$ cat src/rtl/peak_sweep_scheduler_if.sv
// Handshake bundle between the peak sweep scheduler and its surroundings
// (stimulus side = master, scheduler = slave).
interface peak_sweep_scheduler_if #(
  parameter int unsigned OCT   = 5,
  parameter int unsigned SLOTS = 12
);
  localparam int unsigned SW = (SLOTS > 1) ? $clog2(SLOTS) : 1;
  localparam int unsigned OW = (OCT > 1) ? $clog2(OCT) : 1;

  logic          start;
  logic          abort;
  logic          peakHere;
  logic          divDone;
  logic          divStart;
  logic          divSel;
  logic          writeEn;
  logic          clearIntermediate;
  logic          finished;
  logic          busy;
  logic [SW-1:0] activeSlot;
  logic [OW-1:0] activeOctave;

  modport master (
    output start, abort, peakHere, divDone,
    input  divStart, divSel, writeEn, clearIntermediate, finished, busy,
           activeSlot, activeOctave
  );

  modport slave (
    input  start, abort, peakHere, divDone,
    output divStart, divSel, writeEn, clearIntermediate, finished, busy,
           activeSlot, activeOctave
  );
endinterface

$ cat src/rtl/peak_sweep_scheduler.sv
// Sweeps OCT x SLOTS note slots, sequencing place/merge divider jobs and a peak write per slot.
// Optional macro SWEEP_SKIP_EMPTY_EN: slots without a peak are skipped in one cycle.
module peak_sweep_scheduler #(
  parameter int unsigned OCT   = 5,
  parameter int unsigned SLOTS = 12
) (
  input  logic                   clk,
  input  logic                   rst,
  peak_sweep_scheduler_if.slave  bus
);
  localparam int unsigned SW = (SLOTS > 1) ? $clog2(SLOTS) : 1;
  localparam int unsigned OW = (OCT > 1) ? $clog2(OCT) : 1;
  localparam logic [SW-1:0] LAST_SLOT = SW'(SLOTS - 1);
  localparam logic [OW-1:0] LAST_OCT  = OW'(OCT - 1);

  typedef enum logic [2:0] {
    IDLE, PLACE_ISSUE, PLACE_WAIT, MERGE_ISSUE, MERGE_WAIT, WRITE, DONE
  } state_e;

  state_e        state_q, state_d, adv_state;
  logic [SW-1:0] slot_q, slot_d, adv_slot;
  logic [OW-1:0] oct_q, oct_d, adv_oct;
  logic          sel_q, sel_d;
  logic          skip_slot;

`ifdef SWEEP_SKIP_EMPTY_EN
  assign skip_slot = (state_q == PLACE_ISSUE) && !bus.peakHere;
`else
  assign skip_slot = 1'b0;
`endif

  always_ff @(posedge clk or posedge rst) begin
    if (rst) begin
      state_q <= IDLE;
      slot_q  <= '0;
      oct_q   <= '0;
      sel_q   <= 1'b0;
    end else begin
      state_q <= state_d;
      slot_q  <= slot_d;
      oct_q   <= oct_d;
      sel_q   <= sel_d;
    end
  end

  // Where a finished slot leads: next slot, octave wrap, or DONE holding the last position.
  always_comb begin
    adv_state = PLACE_ISSUE;
    adv_slot  = slot_q + 1'b1;
    adv_oct   = oct_q;
    if (slot_q == LAST_SLOT) begin
      adv_slot = '0;
      if (oct_q == LAST_OCT) begin
        adv_state = DONE;
        adv_slot  = slot_q;
      end else begin
        adv_oct = oct_q + 1'b1;
      end
    end
  end

  always_comb begin
    state_d = state_q;
    slot_d  = slot_q;
    oct_d   = oct_q;
    case (state_q)
      IDLE: if (bus.start) begin
        state_d = PLACE_ISSUE;
        slot_d  = '0;
        oct_d   = '0;
      end
      PLACE_ISSUE: begin
        if (skip_slot) begin
          state_d = adv_state;
          slot_d  = adv_slot;
          oct_d   = adv_oct;
        end else begin
          state_d = PLACE_WAIT;
        end
      end
      PLACE_WAIT:  if (bus.divDone) state_d = MERGE_ISSUE;
      MERGE_ISSUE: state_d = MERGE_WAIT;
      MERGE_WAIT:  if (bus.divDone) state_d = WRITE;
      WRITE: begin
        state_d = adv_state;
        slot_d  = adv_slot;
        oct_d   = adv_oct;
      end
      DONE: begin
        state_d = IDLE;
        slot_d  = '0;
        oct_d   = '0;
      end
      default: state_d = IDLE;
    endcase
    if (bus.abort && state_q != IDLE) begin
      state_d = IDLE;
      slot_d  = '0;
      oct_d   = '0;
    end
  end

  // Strobes are suppressed in an aborted cycle; divSel keeps its last owner outside ISSUE/WAIT.
  always_comb begin
    bus.busy              = (state_q != IDLE);
    bus.clearIntermediate = (state_q == IDLE) && bus.start && !rst;
    bus.divStart          = (((state_q == PLACE_ISSUE) && !skip_slot) ||
                             (state_q == MERGE_ISSUE)) && !bus.abort;
    bus.writeEn           = (state_q == WRITE) && !bus.abort;
    bus.finished          = (state_q == DONE) && !bus.abort;
    bus.activeSlot        = slot_q;
    bus.activeOctave      = oct_q;
    case (state_q)
      PLACE_ISSUE, PLACE_WAIT: sel_d = 1'b0;
      MERGE_ISSUE, MERGE_WAIT: sel_d = 1'b1;
      default:                 sel_d = sel_q;
    endcase
    bus.divSel = sel_d;
  end
endmodule

$ cat src/flat_wrapper.sv
// flat-port wrapper written by rule: the top's interface ports become plain ports
module peak_sweep_scheduler_flat 
#(
  parameter int unsigned OCT   = 5,
  parameter int unsigned SLOTS = 12
)
  (clk, rst, bus_start, bus_abort, bus_peakHere, bus_divDone, bus_divStart, bus_divSel, bus_writeEn, bus_clearIntermediate, bus_finished, bus_busy, bus_activeSlot, bus_activeOctave);
  peak_sweep_scheduler_if #(.OCT(OCT), .SLOTS(SLOTS)) bus_i ();
  input  logic clk;
  input  logic rst;
  input wire logic [$bits(bus_i.start)-1:0] bus_start;
  input wire logic [$bits(bus_i.abort)-1:0] bus_abort;
  input wire logic [$bits(bus_i.peakHere)-1:0] bus_peakHere;
  input wire logic [$bits(bus_i.divDone)-1:0] bus_divDone;
  output wire logic [$bits(bus_i.divStart)-1:0] bus_divStart;
  output wire logic [$bits(bus_i.divSel)-1:0] bus_divSel;
  output wire logic [$bits(bus_i.writeEn)-1:0] bus_writeEn;
  output wire logic [$bits(bus_i.clearIntermediate)-1:0] bus_clearIntermediate;
  output wire logic [$bits(bus_i.finished)-1:0] bus_finished;
  output wire logic [$bits(bus_i.busy)-1:0] bus_busy;
  output wire logic [$bits(bus_i.activeSlot)-1:0] bus_activeSlot;
  output wire logic [$bits(bus_i.activeOctave)-1:0] bus_activeOctave;
  assign bus_i.start = bus_start;
  assign bus_i.abort = bus_abort;
  assign bus_i.peakHere = bus_peakHere;
  assign bus_i.divDone = bus_divDone;
  assign bus_divStart = bus_i.divStart;
  assign bus_divSel = bus_i.divSel;
  assign bus_writeEn = bus_i.writeEn;
  assign bus_clearIntermediate = bus_i.clearIntermediate;
  assign bus_finished = bus_i.finished;
  assign bus_busy = bus_i.busy;
  assign bus_activeSlot = bus_i.activeSlot;
  assign bus_activeOctave = bus_i.activeOctave;
  peak_sweep_scheduler #(.OCT(OCT), .SLOTS(SLOTS)) u_core (.clk(clk), .rst(rst), .bus(bus_i));
endmodule
$ cat config.mk
export PLATFORM = sky130hd
export DESIGN_NAME = peak_sweep_scheduler_flat
export DESIGN_NICKNAME = d
export VERILOG_FILES = /design/src/rtl/peak_sweep_scheduler_if.sv /design/src/rtl/peak_sweep_scheduler.sv /design/src/flat_wrapper.sv
export SDC_FILE = /design/constraint.sdc
export NUM_CORES = 1
export LEC_CHECK = 0
export ABC_AREA = 1
export BUFFER_PORTS_ARGS = -buffer_cell sky130_fd_sc_hd__buf_2
export CAP_MARGIN = 20
export CORE_MARGIN = 2
export CORE_UTILIZATION = 45
export DETAILED_ROUTE_END_ITERATION = 6
export PLACE_DENSITY = 0.66
export SKIP_CTS_REPAIR_TIMING = 1
export SLEW_MARGIN = 10
export SYNTH_ARGS = -nofsm -noshare
export SYNTH_HDL_FRONTEND = slang
export SYNTH_SLANG_ARGS = --single-unit
$ cat constraint.sdc
create_clock -name clk -period 1.85 [get_ports clk]
set_input_delay 0.0925 -clock clk [delete_from_list [all_inputs] [get_ports clk]]
set_output_delay 0.0925 -clock clk [all_outputs]
set_load 0.05 [all_outputs]
**Yosys cells after proc, flatten, opt, wreduce, memory -nomap -nowiden**

Cells that the tools add are included.
W data, S select, Z words.

- $add $sub $neg: 2
- Eq/ne operators: 14
- Multiplexer cells: 18
- Reduce and logical (&&, ||, !) cells: 17

Operators by type and width:

| operator | number |
|---|---|
| $mux W3 | 10 |
| $pmux W3 S6 | 1 |
| $mux W4 | 4 |
| $eq A3 B3 Y1 const B | 4 |
| $pmux W4 S3 | 1 |
| $ne A3 B2 Y1 const B | 3 |
| $pmux W3 S3 | 1 |
| $eq A3 B2 Y1 const B | 2 |
| $logic_and A1 B1 Y1 | 6 |
| $reduce_and A3 Y1 | 2 |
| $add A4 B1 Y4 const B | 1 |
| $eq A4 B4 Y1 const B | 1 |
| $ne A4 B4 Y1 const B | 1 |
| $reduce_and A4 Y1 | 1 |
| $reduce_bool A4 Y1 | 1 |
| $reduce_or A2 Y1 | 2 |
| $add A3 B1 Y3 const B | 1 |
| $eq A3 B1 Y1 const B | 1 |
| $logic_not A3 Y1 | 1 |
| $ne A3 B1 Y1 const B | 1 |
| $ne A3 B3 Y1 const B | 1 |
| $reduce_bool A3 Y1 | 1 |
| $logic_not A1 Y1 | 2 |
| $pmux W1 S2 | 1 |
| $logic_or A1 B1 Y1 | 1 |

- Register bits: 11
- Input bits: 6
- Output and inout port bits: 13
- Word-level logic and storage cells: 55

**Depth between registers and ports, before layout**

- Word-level depth: 5
- Mapped depth: 8

**Worst setup path after synthesis**

No wires, ideal clock.

- Path kind: flip-flop to flip-flop
- Start: register u_core.state_q[0]
- End: register u_core.sel_q
- Library setup time: 0.211 ns
- Arrival time: 1.524 ns
- Data required time: 1.639 ns
- Slack: 0.115 ns
- Stages on the path, launching flop included: 5
- Buffers on the path: 0
- Clock period less this slack: 1.735 ns
- Cell sequence: dfrtp_1 -> inv_1 -> nand3_1 -> o21ai_0 -> o21bai_1

- Word-level cells in the longest chain between the ends: 3
- Elaborated cells on any way between the ends: 7

Ends and longest elaborated chain:

| what | RTL line | text |
|---|---|---|
| start: declaration | peak_sweep_scheduler.sv:20 | `state_e state_q, state_d, adv_state;` |
| start signal: assignment | peak_sweep_scheduler.sv:39 | `state_q <= state_d;` |
| $eq A3 B3 Y1 (tied with other cells) | peak_sweep_scheduler.sv:113 | `case (state_q)` |
| $reduce_or A2 Y1 | peak_sweep_scheduler.sv:113 |  |
| $pmux W1 S2 * | peak_sweep_scheduler.sv:113 |  |
| net bus_divSel | flat_wrapper.sv:16 | `output wire logic [$bits(bus_i.divSel)-1:0] bus_divSel;` |
| end signal: assignment | peak_sweep_scheduler.sv:42 | `sel_q <= sel_d;` |
| end: declaration | peak_sweep_scheduler.sv:23 | `logic sel_q, sel_d;` |

Mark *: on every way through the listed nets, which the timed path passes. The rest lies on a longest branch.
A chain may end at the register's enable or synchronous reset.

**Worst setup path after layout**

- Start: register u_core.state_q[1]
- End: output bus_divSel

- Word-level cells in the longest chain between the ends: 3
- Elaborated cells on any way between the ends: 7

Ends and longest elaborated chain:

| what | RTL line |
|---|---|
| $eq A3 B3 Y1 (tied with other cells) | peak_sweep_scheduler.sv:113 |
| $reduce_or A2 Y1 | peak_sweep_scheduler.sv:113 |
| $pmux W1 S2 * | peak_sweep_scheduler.sv:113 |
| end: declaration | flat_wrapper.sv:16 |

Mark *: on every way between the ends. The rest lies on a longest branch, timed or not.

==> impl_metrics.toml <==
[placement]
io_buffers = 17
routabilityCongestion = 0.766
place_inst = 149
hpwl_mm = 1.37

[grt]
gr-max-usage-layer = "met2"
grt_usage = 0.183
met2_usage = 0.294
grt_pass1_vias = 629
grt_pass1_wl_mm = 2.65
grtUsageMet3 = 0.0357
grt_use_met1 = 0.226
grt_start_max_net_pins = 12
grt_overflow = 0
antenna_found_initial = 0

[sta]
report.final.slew_viol_count = 0
finalCritPeriodShare = 0.901
finClkSkew_ns = 0.00135
fin_setup_tns_ns = 0
timing.fmax_mhz = 600
setup_violations = 0
fin_crit_ns = 1.67
rsz0062_at_grt = "false"
hold_viol_final = 0
worstMarginPinSlew_ns = 0.274
max_slew_margin = 0.816

[floorplanning]
initial_core_util = 0.470
core_area_mm2 = 0.00169
die_h_um = 46.0
fp.dieW_um = 46.0
io_pins = 19
fp-row-count = 15
die_area_mm2 = 0.00212

[finish]
instances_no_fill = 154
finalNetCount = 147
post-route-util = 0.561
n_fill_cell = 182
syn_to_final_growth_pct = 19.2
multiInputGateArea_um2 = 463
drive_above_1_share = 0.248
seq_area_um2 = 275
num_antenna_cells = 0

[worst_setup_path]
endpoint_kind = "output port"
worstSetupPathType = "reg2out"
cp_data_required_time_ns = 1.76
arrival_ns = 1.58
cp_max_fo = 5
crit_path_start_kind = "register"

[synth]
yosysSeqAreaShare = 0.346
synthesis.instances = 114
synth_nets = 123
avgSynthCellArea_um2 = 6.97
synth.ff_latch_count = 11
yosysWarnings = 0
synth_area_um2 = 795
yosysUniqueCellTypes = 19

[cts]
root_buffer = "clkbuf_4"
tritoncts = "built"
numCtsBuffers = 3
cts_buffer_depth = 2
clkTransAtPathRegs_ns = 0.07
cts_num_sinks = 11
insertion_delay_ns = 0.27
ctsHtreeMaxLevel = 1

[routing]
avgRoutedWirePerCell_um = 11.1
remaining_drc_errors = 0
firstDrtPassIters = 4
num_vias = 768
ant_nets = 0
viasPerCell = 4.99
drtIter0Drc = 8
routed_wl_mm = 1.71

[pwr]
p_leak_uw = 0.000548
finalPower_uw = 1220
vdd_drop_max_v = 0.000549
powerDensity_mw_per_mm2 = 1280

[min_path]
hold_class = "in2reg"

[run]
drv_cap = 0

[outcome]
outcome = "finished, final reports clean"
-- Yosys cell counts (all sizes together) --
cell type | number | area share
a21oi | 1 | 0.0063
dfrtp | 11 | 0.35
ha | 3 | 0.047
inv | 15 | 0.071
nand2 | 40 | 0.21
nand3 | 12 | 0.10
nor2 | 23 | 0.14
nor3 | 1 | 0.0063
o21ai | 5 | 0.031
o21bai | 1 | 0.0095
xnor2 | 2 | 0.022
-- critical path: stages, from the launching register on --
cell and delay [ns]:
dfrtp_1 0.44, inv_1 0.17, nand2_1 0.09, o21ai_0 0.26
o21bai_1 0.12, clkbuf_4 0.22
-- metal layers --
metal | wire length (um) | up-vias
met4 | 36 | 0
met2 | 822 | 17
met5 | 0 | -
met1 | 789 | 348
met3 | 61 | 4
li1 | - | 399
-- stage by stage --
step	hold slack [ns]	worst slack, ns	area (um^2)
floorplan	-0.0470	0.115	795
global placement	0.160	0.415	908
detailed placement	0.152	0.405	908
CTS	-0.137	0.105	935
global route	0.130	0.0710	947
finish	0.114	0.182	947
-- state kept, by name (all words and copies together), names as in the netlist --
| register | flops |
|---|---|
| u_core.bus.activeOctave | 3 |
| u_core.bus.activeSlot | 4 |
| u_core.sel_q | 1 |
| u_core.state_q | 3 |
-- kinds of logic after synthesis --
| kind of cell | share of synthesized area |
|---|---|
| buffers and inverters | 0.0709 |
| AOI/OAI and AO/OA | 0.0472 |
| DFF | 0.346 |
| xor gates and xnor gates | 0.0221 |
| and+or+nand+nor | 0.466 |
| adders and majority gates | 0.0472 |
-- worst paths after layout --
path,slack [ns],depth (start not counted),endpoint,start
max in group asynchronous,1.31,4,u_core.bus.activeSlot[3],rst
min in group asynchronous,0.40,4,u_core.bus.activeOctave[2],rst
hold reg to reg,0.53,2,u_core.sel_q,u_core.sel_q
setup reg to reg,0.43,8,u_core.bus.activeOctave[0],u_core.bus.activeSlot[0]
setup / recovery,0.18,5,bus_divSel,u_core.state_q[1]
hold / removal,0.11,3,u_core.state_q[0],bus_divDone
-- cells in the final DEF, fill, tap and decap left out, types with 2 or more instances in the layout --
master     n
buf_2     16
clkbuf_4   4
dfrtp_1   11
ha_1       3
inv_1     12
inv_2      3
nand2_1   37
nand2_4    2
nand3_1    9
nand3_2    2
nor2_1    19
nor2_2     2
o21ai_0    4
xnor2_1    2
-- final cells by class --
type                            instances  area share
Clock buffer                            4      0.0277
Multi-Input combinational cell         88       0.489
Timing Repair Buffer                   19       0.111
Sequential cell                        11       0.291
Tap cell                               17      0.0225
Inverter                               15      0.0594
-- power by group --
part / internal, uW / switching, uW / total [uW]
Clock: 83.5 / 79.4 / 163
Sequential: 284 / 65.8 / 349
Combinational: 190 / 513 / 703
Total: 557 / 659 / 1220
Note: power is estimated with default switching activity, not from simulation.
